===== src/rtl/comm_pkg.sv =====
// ---------------------------------------------------------------------------
// comm_pkg
//  Shared definitions for the framed serial link (transmit-side framer and
//  receive-side frame_sync_deserializer).
//  Contents:
//   sync_state_t        receiver alignment states (HUNT, VERIFY, LOCKED)
//   *_DEFAULT           default sample width, sync width, sync word and
//                       samples per frame used by both ends of the link
//   frame_len()         total bits per frame (sync + payload)
// ---------------------------------------------------------------------------
package comm_pkg;

    typedef enum logic [1:0] {
        HUNT   = 2'd0,
        VERIFY = 2'd1,
        LOCKED = 2'd2
    } sync_state_t;

    localparam int         DATA_W_DEFAULT            = 8;
    localparam int         SYNC_W_DEFAULT            = 8;
    localparam logic [7:0] SYNC_WORD_DEFAULT         = 8'hA7;
    localparam int         SAMPLES_PER_FRAME_DEFAULT = 4;

    function automatic int frame_len(input int sync_w, input int data_w, input int samples);
        return sync_w + samples * data_w;
    endfunction

endpackage


===== src/rtl/sync_word_detector.sv =====
// ---------------------------------------------------------------------------
// sync_word_detector
//  Sliding SYNC_W-bit shift register with an equality compare against the
//  frame sync word.
//  Ports:
//   clk        in   clock
//   reset      in   asynchronous active-low reset (clears the shift register)
//   bit_in     in   serial bit, MSB of the word first
//   bit_valid  in   shift enable; bit_in is consumed only when high
//   match      out  high on a valid-bit cycle when the word formed by the
//                   bit being consumed plus the previous SYNC_W-1 bits
//                   equals SYNC_WORD
// ---------------------------------------------------------------------------
module sync_word_detector #(
    parameter int                SYNC_W    = 8,
    parameter logic [SYNC_W-1:0] SYNC_WORD = 8'hA7
) (
    input  logic clk,
    input  logic reset,
    input  logic bit_in,
    input  logic bit_valid,
    output logic match
);

    logic [SYNC_W-1:0] sr_reg;
    logic [SYNC_W-1:0] sr_next;

    assign sr_next = {sr_reg[SYNC_W-2:0], bit_in};

    always_ff @(posedge clk or negedge reset) begin
        if (!reset) begin
            sr_reg <= '0;
        end else if (bit_valid) begin
            sr_reg <= sr_next;
        end
    end

    // Compare the post-shift word so the FSM can act on the same edge that
    // consumes the final sync bit.
    assign match = bit_valid && (sr_next == SYNC_WORD);

endmodule


===== src/rtl/frame_sync_deserializer.sv =====
// ---------------------------------------------------------------------------
// frame_sync_deserializer
//  Hunts for the sync word in the decoded bit stream, confirms alignment over
//  CONFIRM consecutive syncs, then assembles MSB-first payload samples.
//  While locked, bad syncs are tolerated (flywheel) until LOCK_MISS_MAX
//  consecutive misses, which drops back to hunting.
//  Frame: SYNC_W sync bits followed by SAMPLES_PER_FRAME x DATA_W payload bits.
//  Ports:
//   clk           in   bit-domain clock
//   reset         in   asynchronous active-low reset
//   bit_in        in   decoded serial bit
//   bit_valid     in   bit_in qualifier
//   sample_out    out  last assembled sample (raw bits, signed by MSB)
//   sample_valid  out  one-clock pulse when sample_out updates
//   locked        out  frame alignment established
//   sync_err      out  one-clock pulse on a sync mismatch while locked
// ---------------------------------------------------------------------------
module frame_sync_deserializer
    import comm_pkg::*;
#(
    parameter int                DATA_W            = DATA_W_DEFAULT,
    parameter int                SYNC_W            = SYNC_W_DEFAULT,
    parameter logic [SYNC_W-1:0] SYNC_WORD         = SYNC_W'(SYNC_WORD_DEFAULT),
    parameter int                SAMPLES_PER_FRAME = SAMPLES_PER_FRAME_DEFAULT,
    parameter int                CONFIRM           = 2,
    parameter int                LOCK_MISS_MAX     = 2
) (
    input  logic              clk,
    input  logic              reset,
    input  logic              bit_in,
    input  logic              bit_valid,
    output logic [DATA_W-1:0] sample_out,
    output logic              sample_valid,
    output logic              locked,
    output logic              sync_err
);

    localparam int FRAME_LEN   = frame_len(SYNC_W, DATA_W, SAMPLES_PER_FRAME);
    localparam int PAYLOAD_LEN = SAMPLES_PER_FRAME * DATA_W;
    localparam int CNT_W       = $clog2(FRAME_LEN);
    localparam int SB_W        = (DATA_W > 1) ? $clog2(DATA_W) : 1;
    localparam int GOOD_W      = $clog2(CONFIRM + 1);
    localparam int MISS_W      = $clog2(LOCK_MISS_MAX + 1);

    localparam logic [CNT_W-1:0]  LAST_BIT    = CNT_W'(FRAME_LEN - 1);
    localparam logic [CNT_W-1:0]  PAYLOAD_END = CNT_W'(PAYLOAD_LEN);
    localparam logic [SB_W-1:0]   SAMPLE_LAST = SB_W'(DATA_W - 1);
    localparam logic [GOOD_W-1:0] GOOD_TARGET = GOOD_W'(CONFIRM);
    localparam logic [MISS_W-1:0] MISS_LIMIT  = MISS_W'(LOCK_MISS_MAX);

    sync_state_t        state_reg,        state_next;
    logic [CNT_W-1:0]   bit_cnt_reg,      bit_cnt_next;
    logic [SB_W-1:0]    samp_bit_reg,     samp_bit_next;
    logic [GOOD_W-1:0]  good_cnt_reg,     good_cnt_next;
    logic [MISS_W-1:0]  miss_cnt_reg,     miss_cnt_next;
    logic [DATA_W-1:0]  data_reg,         data_next;
    logic [DATA_W-1:0]  sample_out_reg,   sample_out_next;
    logic               sample_valid_reg, sample_valid_next;
    logic               locked_reg,       locked_next;
    logic               sync_err_reg,     sync_err_next;

    logic               match;
    logic               in_payload;
    logic               sync_end;
    logic [CNT_W-1:0]   bit_cnt_inc;
    logic [SB_W-1:0]    samp_bit_inc;
    logic [GOOD_W-1:0]  good_inc;
    logic [MISS_W-1:0]  miss_inc;

    sync_word_detector #(
        .SYNC_W    (SYNC_W),
        .SYNC_WORD (SYNC_WORD)
    ) u_detector (
        .clk       (clk),
        .reset     (reset),
        .bit_in    (bit_in),
        .bit_valid (bit_valid),
        .match     (match)
    );

    // bit_cnt runs 0..PAYLOAD_LEN-1 over the payload and the remainder over
    // the sync slot, so the sync compare and sample emit can never coincide.
    assign in_payload   = (bit_cnt_reg < PAYLOAD_END);
    assign sync_end     = (bit_cnt_reg == LAST_BIT);
    assign bit_cnt_inc  = sync_end ? '0 : bit_cnt_reg + CNT_W'(1);
    assign samp_bit_inc = (samp_bit_reg == SAMPLE_LAST) ? '0 : samp_bit_reg + SB_W'(1);
    assign good_inc     = good_cnt_reg + GOOD_W'(1);
    assign miss_inc     = miss_cnt_reg + MISS_W'(1);

    always_ff @(posedge clk or negedge reset) begin
        if (!reset) begin
            state_reg        <= HUNT;
            bit_cnt_reg      <= '0;
            samp_bit_reg     <= '0;
            good_cnt_reg     <= '0;
            miss_cnt_reg     <= '0;
            data_reg         <= '0;
            sample_out_reg   <= '0;
            sample_valid_reg <= 1'b0;
            locked_reg       <= 1'b0;
            sync_err_reg     <= 1'b0;
        end else begin
            state_reg        <= state_next;
            bit_cnt_reg      <= bit_cnt_next;
            samp_bit_reg     <= samp_bit_next;
            good_cnt_reg     <= good_cnt_next;
            miss_cnt_reg     <= miss_cnt_next;
            data_reg         <= data_next;
            sample_out_reg   <= sample_out_next;
            sample_valid_reg <= sample_valid_next;
            locked_reg       <= locked_next;
            sync_err_reg     <= sync_err_next;
        end
    end

    always_comb begin
        state_next        = state_reg;
        bit_cnt_next      = bit_cnt_reg;
        samp_bit_next     = samp_bit_reg;
        good_cnt_next     = good_cnt_reg;
        miss_cnt_next     = miss_cnt_reg;
        data_next         = data_reg;
        sample_out_next   = sample_out_reg;
        sample_valid_next = 1'b0;
        locked_next       = locked_reg;
        sync_err_next     = 1'b0;

        if (bit_valid) begin
            case (state_reg)
                HUNT: begin
                    if (match) begin
                        bit_cnt_next  = '0;
                        samp_bit_next = '0;
                        miss_cnt_next = '0;
                        good_cnt_next = GOOD_W'(1);
                        // A single-hit confirmation locks straight away.
                        if (GOOD_TARGET <= GOOD_W'(1)) begin
                            state_next  = LOCKED;
                            locked_next = 1'b1;
                        end else begin
                            state_next  = VERIFY;
                        end
                    end
                end

                VERIFY: begin
                    bit_cnt_next = bit_cnt_inc;
                    if (sync_end) begin
                        samp_bit_next = '0;
                        if (match) begin
                            good_cnt_next = good_inc;
                            if (good_inc >= GOOD_TARGET) begin
                                state_next    = LOCKED;
                                locked_next   = 1'b1;
                                miss_cnt_next = '0;
                            end
                        end else begin
                            // The detector keeps sliding, so the bit just
                            // consumed already takes part in the next hunt.
                            state_next    = HUNT;
                            good_cnt_next = '0;
                            bit_cnt_next  = '0;
                        end
                    end
                end

                LOCKED: begin
                    bit_cnt_next = bit_cnt_inc;
                    if (in_payload) begin
                        data_next     = {data_reg[DATA_W-2:0], bit_in};
                        samp_bit_next = samp_bit_inc;
                        if (samp_bit_reg == SAMPLE_LAST) begin
                            sample_out_next   = {data_reg[DATA_W-2:0], bit_in};
                            sample_valid_next = 1'b1;
                        end
                    end
                    if (sync_end) begin
                        samp_bit_next = '0;
                        if (match) begin
                            miss_cnt_next = '0;
                        end else begin
                            sync_err_next = 1'b1;
                            if (miss_inc >= MISS_LIMIT) begin
                                state_next    = HUNT;
                                locked_next   = 1'b0;
                                bit_cnt_next  = '0;
                                good_cnt_next = '0;
                                miss_cnt_next = '0;
                            end else begin
                                // Flywheel: keep frame timing through the miss.
                                miss_cnt_next = miss_inc;
                            end
                        end
                    end
                end

                default: begin
                    state_next    = HUNT;
                    locked_next   = 1'b0;
                    bit_cnt_next  = '0;
                    good_cnt_next = '0;
                    miss_cnt_next = '0;
                end
            endcase
        end
    end

    assign sample_out   = sample_out_reg;
    assign sample_valid = sample_valid_reg;
    assign locked       = locked_reg;
    assign sync_err     = sync_err_reg;

endmodule

===== config.mk =====
export PLATFORM = sky130hd
export DESIGN_NAME = frame_sync_deserializer
export DESIGN_NICKNAME = d
export VERILOG_FILES = /design/src/rtl/comm_pkg.sv /design/src/rtl/sync_word_detector.sv /design/src/rtl/frame_sync_deserializer.sv
export SDC_FILE = /design/constraint.sdc
export NUM_CORES = 1
export LEC_CHECK = 0
export CORE_MARGIN = 3
export CORE_UTILIZATION = 57
export DETAILED_ROUTE_END_ITERATION = 6
export PLACE_DENSITY = 0.79
export SLEW_MARGIN = 10
export SYNTH_ARGS = -nofsm -noshare
export SYNTH_HDL_FRONTEND = slang
export SYNTH_SLANG_ARGS = --single-unit

===== constraint.sdc =====
create_clock -name clk -period 1.95 [get_ports clk]
set_input_delay 0.39 -clock clk [delete_from_list [all_inputs] [get_ports clk]]
set_output_delay 0.39 -clock clk [all_outputs]
set_load 0.01 [all_outputs]

## Word-level counts from Yosys, hierarchy flattened

Index checks and enable logic that the tools add are counted.

- Add/subtract/negate cells: 4
- Order comparisons: 3
- Eq/ne operators: 14
- Mux-type cells: 48
- Bitwise logic cells: 1
- Reduce and logical (&&, ||, !) cells: 11

Operators with widths:

| kind | count |
|---|---|
| $mux 6 | 7 |
| $mux 2 | 16 |
| $pmux 2 s3 | 3 |
| $pmux 6 s3 | 1 |
| $mux 3 | 5 |
| $mux 1 | 14 |
| $ne 2x2->1 const B | 7 |
| $reduce_and 6->1 | 2 |
| $pmux 3 s3 | 1 |
| $eq 8x8->1 const B | 1 |
| $reduce_and 8->1 | 1 |
| $reduce_and 7->1 | 1 |
| $add 6x1->6 const B | 1 |
| $eq 6x6->1 const B | 1 |
| $lt 6x6->1 const B | 1 |
| $ne 3x3->1 const B | 2 |
| $reduce_and 5->1 | 1 |
| $add 2x1->2 const B | 2 |
| $ge 2x2->1 const B | 2 |
| $reduce_and 4->1 | 1 |
| $add 3x1->3 const B | 1 |
| $eq 3x3->1 const B | 1 |
| $pmux 1 s3 | 1 |
| $reduce_and 3->1 | 1 |
| other kinds (7) | 7 |

- Register bits: 40
- Input bits: 4
- Output and inout port bits: 11
- Word-level logic and storage cells: 92

## Logic depth before layout (Yosys ltp)

Gate-level depths: netlist of run 1.

- Word-level depth: 6
- Gate-level depth with buffers: 7
- Depth with buffers taken out: 6

## Cells and area by module

From an unflattened synthesis of run 1, not the netlist that was laid out.

- Cells, all modules: 180
- Area total of the unflattened synthesis: 2,045.7 um^2

By module, submodules not included:

| module | times used | cells each | area an instance (um^2) | seq. area each (um^2) |
|---|---|---|---|---|
| frame_sync_deserializer | 1 | 162 | 1,734.2 | 825.8 |
| sync_word_detector | 1 | 18 | 311.5 | 175.2 |

## Worst setup path before layout of run 1

OpenSTA, ideal clock, no wires.

- Kind: register to register
- From: register state_reg[0]
- To: register state_reg[0]
- Setup time: 0.128 ns
- Arrival: 1.657 ns
- Required time: 1.822 ns
- Path slack: 0.165 ns
- Stages on the path, launching flop included: 7
- Path buffers: 0
- Period minus slack after synthesis: 1.785 ns
- Cell sequence: dfrtp_1 > inv_1 > ha_1 > and4b_1 > a32o_2 > nor4_2 > mux2_1

- Longest elaborated chain between the ends: 3
- Elaborated cells on any way between the ends: 11
- Those cells by class: eq/ne (8); mux (1); reduce/logical (2)

RTL lines:

| what | line | source |
|---|---|---|
| start, declared | frame_sync_deserializer.sv:51 | `sync_state_t state_reg, state_next;` |
| start signal, assigned | frame_sync_deserializer.sv:103 | `state_reg <= state_next;` |
| $eq 2x1->1 (tied with other cells) | frame_sync_deserializer.sv:129 | `case (state_reg)` |
| $ne 3x3->1 (no source line) or $ne 2x2->1 (tied branches) | - |  |
| $reduce_and 7->1 (no source line) | - |  |

Several ways; a longest one is shown, not always the timed one.
A chain may end at the register's enable or synchronous reset.

## Worst setup path in the final report of run 1

- From: register state_reg[0]
- To: register good_cnt_reg[0]

- Longest elaborated chain between the ends: 3
- Elaborated cells on any way between the ends: 10
- Those cells by class: eq/ne (7); mux (1); reduce/logical (2)

RTL lines:

| what | line | source |
|---|---|---|
| $eq 2x2->1 (tied with other cells) | frame_sync_deserializer.sv:129 |  |
| $ne 2x2->1 (no source line) | - |  |
| $reduce_and 6->1 (no source line) | - |  |
| end signal, assigned | frame_sync_deserializer.sv:106 | `good_cnt_reg <= good_cnt_next;` |
| end, declared | frame_sync_deserializer.sv:54 | `logic [GOOD_W-1:0] good_cnt_reg, good_cnt_next;` |

Several ways; a longest one is shown, not always the timed one.

==> impl_metrics.toml, run 1 <==
[logic_synthesis]
ys_seq_area_frac = 0.4929
ys.flop_type = "dfrtp_1"
syn_area_um2 = 2031
synth-seq-cells = 40
syn_area_per_cell_um2 = 11.47
synth_edf_count = 0
async_flop_share = 1.000
synth.distinct_cells = 47
yosysWarnings = 0
syn_nets = 189
synth_cells = 177

[cts]
clockRootBuffer = "clkbuf_4"
ctsHtreeMaxLevel = 2
clockBufferDepth = 2
cts_tree = "built"
cts_hold_buf = 0
numCtsBuffers = 5
clock_latency_ps = 350
clkTransAtPathRegs_ps = 120
cts.sinks = 40

[final_layout]
diodes = 0
area_delta_synth_final_pct = 18.48
nFillCells = 235
drive_gt1_frac = 0.3175
final_common_cell = "dfrtp_1"
fin_cells = 257
layout_common_cells = "dfrtp_1, nand2_1, mux2_2"
multiInputGateArea_um2 = 978.4
register_area_um2 = 1001
fin_area_um2 = 2406
largest_reg_flops = 8
layout.nets = 223

[sta]
fin_crit_sh = 0.9835
worst_slew_pin_slew_ps = 503.2
fin_skew_ps = 17.06
rsz0062_at_grt = "true"
setup_tns_ps = 0
fmax_mhz = 521.4
relSlewSlack = 0.6645
hold_viol = 0
final_max_slew_viol_count = 0
hold_slack_ps = 70.25
setup_viol = 0
post-route-min-period_ps = 1918

[route]
final_antenna_net_count = 0
drc = 0
wl_per_cell_um = 15.50
firstDrtPassIters = 4
wirelength_mm = 3.983
avgViaCountPerCell = 5.591
drt_first_iter_violations = 53
vias = 1437

[die]
die_area_um2 = 4315
core-area_um2 = 3390
num_rows = 21
io_pins = 15
initial_utilization = 0.5991
die_y_um = 65.69
die_w_um = 65.69

[place]
place_area_um2 = 2278
numPortBuffers = 14
placed_cells = 246
post-dp-hpwl_mm = 2.684
gp_congestion = 0.8409

[setup_path]
start_kind = "flop"
cp_max_fo = 5
cp_data_arrival_time_ps = 2150
critical_path_class = "flop to flop"
required_ps = 2180
end_kind = "flop"

[global_route]
grt_pass1_vias = 1532
grt.overflow.total = 0
grt.total_usage = 0.2085
grt_pass1_wl_mm = 6.879
antenna_found_initial = 0
grt_max_degree = 41

[min_path]
hold_path.class = "primary input to async pin"

[flow_run]
maxCapViolCount = 0

[power]
p_leak_uw = 0.001156
power_per_cell_area_nw_per_um2 = 1037
power.total_uw = 2494
vdd_drop_max_v = 0.0007331

[outcome]
status = "finished clean"
-- report_power, final --
group          leakage (uW)  switching, uW  internal [uW]
clock             0.0000271            266            132
sequential         0.000533            126            979
combinational      0.000596            518            474
-- final timing paths --
check | depth (start not counted) | slack, ps | end | startpoint
max | 6 | 30 | good_cnt_reg[0] | state_reg[0]
min | 2 | 70 | bit_cnt_reg[4] | reset
max reg2reg | 6 | 30 | good_cnt_reg[0] | state_reg[0]
min reg2reg | 2 | 500 | data_reg[6] | data_reg[6]
max in group asynchronous | 2 | 1510 | good_cnt_reg[0] | reset
min in group clk | 2 | 500 | data_reg[6] | data_reg[6]
-- synth_stat cells (3+ instances only) --
| master | n | area share |
|---|---|---|
| nand2_1 | 26 | 0.048 |
| a22o_1 | 3 | 0.013 |
| o21ai_0 | 7 | 0.017 |
| dfrtp_1 | 40 | 0.49 |
| buf_6 | 4 | 0.022 |
| ha_1 | 8 | 0.049 |
| and3_1 | 3 | 0.0092 |
| and4b_1 | 4 | 0.020 |
| inv_1 | 11 | 0.020 |
| mux2_2 | 20 | 0.11 |
| nand3_1 | 3 | 0.0074 |
| a21oi_1 | 3 | 0.0074 |
| nor2_1 | 4 | 0.0074 |
-- layer usage --
metal	GRT usage	wire (um)
met5	0	0
met4	0.06218	61
met3	0.05299	133
met2	0.3479	2113
met1	0.2656	1675
-- critical path, cell delays in order (launching register included) --
cell and delay, ps:
dfrtp_1 390, inv_1 70, ha_1 210, and4b_1 210, a32o_2 320, nor3_2 220, mux2_2 380
-- per-stage QoR --
step,worst slack [ps],utilization
floorplan,165.0,-
global placement,-173.2,0.6722
detailed placement,-308.5,0.6722
CTS,3.740,0.6892
global route,-34.87,0.7099
finish,32.26,0.7099
-- kinds of logic (layout without fill, tap and decap cells) --
group,Yosys count,after routing,synth area share
flip-flops,40,40,0.4929
XOR/XNOR,2,2,0.008628
buffers and inverters,17,51,0.04867
AND/OR/NAND/NOR,65,65,0.1929
AO/OA/AOI/OAI,24,24,0.09120
multiplexers,21,21,0.1165
adder cells (fa/ha/maj),8,8,0.04929
-- repair_timing --
| action | 4_1_cts | 5_1_grt |
|---|---|---|
| setup buffers | 1 | 3 |
| setup endpoints to repair | 1 | 11 |
| pin swaps | 0 | 0 |
| resized for setup | 0 | 10 |
-- cell type report --
class / count / share of cell area
clock buffers: 5 / 0.01560
clock inverters: 2 / 0.005200
flip-flops and latches: 40 / 0.4160
repair buffers: 33 / 0.1154
multi-input cells: 120 / 0.4067
inverters: 11 / 0.01716
well taps: 46 / 0.02392
Note: power is estimated with default switching activity, not from simulation.
==> run 2: changes to the inputs <==
--- a/config.mk
+++ b/config.mk
@@ -6,10 +6,11 @@
 export NUM_CORES = 1
 export LEC_CHECK = 0
 export CORE_MARGIN = 3
-export CORE_UTILIZATION = 57
+export CORE_UTILIZATION = 58
 export DETAILED_ROUTE_END_ITERATION = 6
-export PLACE_DENSITY = 0.79
+export PLACE_DENSITY = 0.8
 export SLEW_MARGIN = 10
 export SYNTH_ARGS = -nofsm -noshare
 export SYNTH_HDL_FRONTEND = slang
+export SYNTH_HIERARCHICAL = 1
 export SYNTH_SLANG_ARGS = --single-unit
==> run 2 against run 1 <==
Net effect: register-to-register slack gained 70 ps; final cell count shrank 0.39%; critical path depth grew 1; clock skew shrank 11 ps; first-iteration DRC count grew 75%; worst hold slack lost 3.6 ps; sequential power grew 4%; critical path type is now primary input to flop; largest power group unchanged; highest routed layer unchanged.
==> impl_metrics.toml, run 2 <==
[cts]
cts.sinks = 40
clock_latency_ps = 350
cts_tree = "built"
clockRootBuffer = "clkbuf_4"
clockBufferDepth = 2
numCtsBuffers = 5
ctsHtreeMaxLevel = 2
clkTransAtPathRegs_ps = 120

[sta]
worst_slew_pin_slew_ps = 483.2
post-route-min-period_ps = 1882
hold_viol = 0
fin_crit_sh = 0.9651
relSlewSlack = 0.6778
setup_tns_ps = 0
fin_skew_ps = 6.461
setup_viol = 0
final_max_slew_viol_count = 0
fmax_mhz = 531.4

[setup_path]
start_kind = "primary input"
crit-reg2reg-launch = "u_detector/sr_reg[2]"
end_kind = "flop"
reg2reg_to = "samp_bit_reg[0]"
required_ps = 2200
r2r_setup_slack_ps = 100
cp_data_arrival_time_ps = 2130
cp_max_fo = 5
critical_path_class = "primary input to flop"
r2r.worst_path.cells = 6

[route]
final_antenna_net_count = 0
avgViaCountPerCell = 5.609
drc = 0
wirelength_mm = 3.751
vias = 1436
firstDrtPassIters = 4
wl_per_cell_um = 14.65
drt_first_iter_violations = 93

[place]
numPortBuffers = 14
place_area_um2 = 2323
post-dp-hpwl_mm = 2.781
placed_cells = 247
gp_congestion = 0.8570

[logic_synthesis]
synth_edf_count = 0
ys_seq_area_frac = 0.4893
syn_area_per_cell_um2 = 11.37
synth_top_area_frac = 0.4893
syn_nets = 192
post-synth-top-count-cell = "dfrtp_1"
synth-seq-cells = 40
synthTopCellsByCount = "dfrtp_1, nand2_1, mux2_2, inv_1"
async_flop_share = 1.000
ys.flop_type = "dfrtp_1"
synth_cells = 180
yosysWarnings = 6
syn_area_um2 = 2046
synth.distinct_cells = 49
synth_top_area_cell = "dfrtp_1"
yosys-top-cells-area = "dfrtp_1, mux2_2, ha_1"

[outcome]
status = "finished clean"

[die]
die_area_um2 = 4276
num_rows = 20
io_pins = 15
core-area_um2 = 3203
die_w_um = 65.39
initial_utilization = 0.6387
die_y_um = 65.39

[global_route]
grt_pass1_wl_mm = 6.479
grt_max_degree = 41
grt_pass1_vias = 1423
grt.overflow.total = 0
grt.total_usage = 0.1988
antenna_found_initial = 0

[final_layout]
largest_reg_flops = 8
final_common_cell = "dfrtp_1"
fin_area_um2 = 2426
layout.nets = 223
layout_common_cells = "dfrtp_1, nand2_1, mux2_2, buf_4"
register_area_um2 = 1001
diodes = 0
drive_gt1_frac = 0.2642
area_delta_synth_final_pct = 18.59
multiInputGateArea_um2 = 980.9
fin_cells = 256
nFillCells = 237

[min_path]
hold_path.class = "primary input to async pin"

[power]
vdd_drop_max_v = 0.0009096
power.total_uw = 2776
p_leak_uw = 0.001236
power_per_cell_area_nw_per_um2 = 1144

[flow_run]
maxCapViolCount = 0
[run 2: changes by cell type after synthesis, sizes merged, moves of 3 or more]
cell   delta
a21oi     +3
a22o      -3
and2      +4
and4b     -4
mux2      -4
mux2i     +3
o21ai     -5
xor2      +3
[run 2: cell type report]
| class | instances | share of cell area |
|---|---|---|
| clock buffer | 6 | 0.02114 |
| clock inverter | 2 | 0.01599 |
| inverter | 13 | 0.02011 |
| multi-input combinational | 122 | 0.4043 |
| sequential | 40 | 0.4126 |
| tap | 44 | 0.02269 |
| timing repair buffer | 29 | 0.1031 |
[run 2: layer usage]
layer / global-route usage / routed length (um) / up-vias
li1: - / - / 687
met1: 0.2556 / 1659 / 697
met2: 0.3236 / 1841 / 44
met3: 0.05641 / 189 / 8
met4: 0.06477 / 61 / 0
met5: 0 / 0 / -
[run 2: worst max-delay path, stage by stage]
cell and delay, ps:
clkdlybuf4s50_1 490, nand3b_1 120, nor4b_4 290, nand2b_4 230, nand2_4 70, nor3_4 210, mux2_4 320
[run 2: worst max-delay path by stage]
stage,startpoint,end,slack [ps],cells after the start
after floorplan,bit_valid,samp_bit_reg[0],2,7
after global placement,bit_in,state_reg[0],-320,7
after detailed placement,bit_valid,state_reg[0],-370,7
after CTS,bit_valid,state_reg[0],10,7
after global routing,u_detector/sr_reg[2],samp_bit_reg[2],-5,7
final,bit_in,samp_bit_reg[0],70,7
[run 2: per-stage QoR]
step,hold WS (ps),setup WS [ps],utilization
2_1_floorplan,94.41,1.567,-
3_3_place_gp,460.9,-319.6,0.7254
3_5_place_dp,470.1,-368.4,0.7254
4_1_cts,82.24,11.36,0.7535
5_1_grt,84.99,-4.575,0.7574
6_report,66.62,68.05,0.7574
[run 2: cell families after synthesis]
family | after synthesis | synth area share
AO/OA/AOI/OAI | 24 | 0.09113
XOR/XNOR | 4 | 0.01712
adder cells (fa/ha/maj) | 8 | 0.04893
buffers and inverters | 18 | 0.04097
flip-flops | 40 | 0.4893
multiplexers | 20 | 0.1101
AND/OR/NAND/NOR | 66 | 0.2024
[run 2: where the power goes]
group,internal [uW],switching (uW),leakage [uW],total (uW)
clock network,307,274,0.0000484,581
logic,485,565,0.000658,1050
registers,1000,141,0.000530,1150
total,1800,980,0.00124,2780
[run 2: what timing repair did]
action | 4_1_cts | 5_1_grt
endpoints found under the setup margin | 0 | 10
hold buffers | 0 | 0
gates resized for setup | 0 | 2
endpoints found under the hold margin | 0 | 0
setup buffers | 0 | 1
==> run 3: changes to the inputs <==
--- a/config.mk
+++ b/config.mk
@@ -5,12 +5,12 @@
 export SDC_FILE = /design/constraint.sdc
 export NUM_CORES = 1
 export LEC_CHECK = 0
-export CORE_MARGIN = 3
 export CORE_UTILIZATION = 58
 export DETAILED_ROUTE_END_ITERATION = 6
-export PLACE_DENSITY = 0.8
+export PLACE_DENSITY = 0.78
 export SLEW_MARGIN = 10
 export SYNTH_ARGS = -nofsm -noshare
 export SYNTH_HDL_FRONTEND = slang
 export SYNTH_HIERARCHICAL = 1
 export SYNTH_SLANG_ARGS = --single-unit
+export TNS_END_PERCENT = 1
==> run 3 against run 2 <==
Net effect: design area increased by 1.3%; fmax down 2.1%; combinational power is essentially flat.
==> impl_metrics.toml, run 3 (synthesis gave the netlist of run 2 again) <==
[outcome]
status = "finished clean"

[global_route]
grt.total_usage = 0.2491
antenna_found_initial = 0
grt.overflow.total = 0
grt_pass1_wl_mm = 6.734
grt_max_degree = 41
grt_pass1_vias = 1527

[setup_path]
required_ps = 2210
max_stage_delay_ps = 520
critical_path_class = "primary input to flop"
cp_slowest_cell = "clkdlybuf4s50_1"
cp_max_fo = 4
cp_data_arrival_time_ps = 2180
cp_num_buf_inv = 1
start_kind = "primary input"
end_kind = "flop"
crit_family = "simple AND/OR/NAND/NOR gates"
cp_cell_sequence = "clkdlybuf4s50_1, nand4b_4, nor4b_4, nand2b_4, nand2_4, nor3_4, mux2_4"

[cts]
numCtsBuffers = 5
clock_latency_ps = 360
ctsHtreeMaxLevel = 2
clockBufferDepth = 2
cts.sinks = 40
clkTransAtPathRegs_ps = 130
cts_hold_buf = 0
cts_tree = "built"
clockRootBuffer = "clkbuf_4"

[sta]
worst_slew_pin_slew_ps = 495.3
final_max_slew_viol_count = 0
post-route-min-period_ps = 1921
relSlewSlack = 0.6698
setup_viol = 0
rsz0062_at_grt = "true"
fin_crit_sh = 0.9853
hold_slack_ps = 64.36
hold_viol = 0
fmax_mhz = 520.5
fin_skew_ps = 16.24

[final_layout]
area_delta_synth_final_pct = 20.18
layout.nets = 226
fin_cells = 261
largest_reg_flops = 8
diodes = 0
multiInputGateArea_um2 = 984.7
register_area_um2 = 1001
drive_gt1_frac = 0.2791
nFillCells = 246
final_common_cell = "dfrtp_1"
layout_common_cells = "dfrtp_1, nand2_1, buf_4"

[power]
vdd_drop_max_v = 0.0006324
power_per_cell_area_nw_per_um2 = 1147
power.share.clock = 0.207
p_seq_frac = 0.411
switching_power_uw = 1007
p_leak_uw = 0.001253
pwr-share-comb = 0.382
internal_power_uw = 1814
power.total_uw = 2821
power.share.switching = 0.3569

[route]
firstDrtPassIters = 5
drt_first_iter_violations = 93
final_antenna_net_count = 0
drc = 0
vias = 1464
avgViaCountPerCell = 5.609
wl_per_cell_um = 15.43
wirelength_mm = 4.027

[place]
post-dp-hpwl_mm = 2.946
placed_cells = 251
gp_congestion = 0.9030
numPortBuffers = 14

[die]
num_rows = 21
initial_utilization = 0.6083
core-area_um2 = 3363
die_y_um = 61.39
die_w_um = 61.39
io_pins = 15
die_area_um2 = 3769

[min_path]
hold_path.class = "primary input to async pin"

[flow_run]
maxCapViolCount = 0
[run 3: changes by cell type in the layout (fill, tap and decap cells not counted)]
cell	previous run	this run
o21ai_2	0	1
buf_6	0	1
buf_4	15	17
o21ai_1	1	0
[run 3: path summary, 6_finish.rpt]
| kind | startpoint | endpoint | slack [ps] | depth (start not counted) |
|---|---|---|---|---|
| hold / removal | reset | data_reg[5] | 60 | 2 |
| min in group clk | bit_in | data_reg[0] | 380 | 4 |
| setup reg to reg | u_detector/sr_reg[3] | samp_bit_reg[0] | 50 | 6 |
| setup / recovery | bit_valid | samp_bit_reg[0] | 30 | 7 |
| hold reg to reg | data_reg[6] | data_reg[6] | 510 | 2 |
| max in group asynchronous | reset | bit_cnt_reg[2] | 1520 | 2 |
[run 3: power groups by stage]
stage               sequential [uW]  combinational [uW]  clock, uW
floorplan                      1130                 736          0
global placement               1150                 996          0
detailed placement             1180                1040          0
CTS                            1160                1050        595
global route                   1180                1190        630
finish                         1160                1080        584
[run 3: repair_timing]
item / 4_1_cts / 5_1_grt
endpoints found under the hold margin: 0 / 0
cloned: 0 / 0
endpoints found under the setup margin: 10 / 11
gates resized for setup: 0 / 4
pin swaps: 1 / 3
buffers inserted: 2 / 0
[run 3: metal layers]
| layer | vias up | wire length [um] | track usage |
|---|---|---|---|
| li1 | 690 | - | - |
| met1 | 722 | 1712 | 0.3045 |
| met2 | 44 | 2072 | 0.4301 |
| met3 | 8 | 169 | 0.06303 |
| met4 | 0 | 73 | 0.08571 |
| met5 | - | 0 | 0 |
[run 3: through the flow]
stage / worst slack, ps / util / TNS, ps / cell area, um^2
finish: 28.65 / 0.7310 / 0 / 2459
global route: -13.25 / 0.7310 / -30.88 / 2459
CTS: 5.318 / 0.7273 / 0 / 2446
detailed placement: -442.5 / 0.6961 / -5828 / 2341
global placement: -419.1 / 0.6961 / -5322 / 2341
floorplan: 1.567 / - / 0 / 2063
[run 3: final cells by class]
type	instances	share of cell area
Tap cell	46	0.02341
Multi-Input combinational cell	122	0.4005
Clock inverter	2	0.01578
Sequential cell	40	0.4071
Timing Repair Buffer	32	0.1125
Inverter	13	0.01985
Clock buffer	6	0.02087
[run 3: worst reg2reg max path, cell delays in order, from the launching register on]
cell      delay, ps
dfrtp_1         410
nand3b_1        200
nor4b_4         380
nand2b_4        220
nand2_4          60
nor3_4          210
mux2_4          320
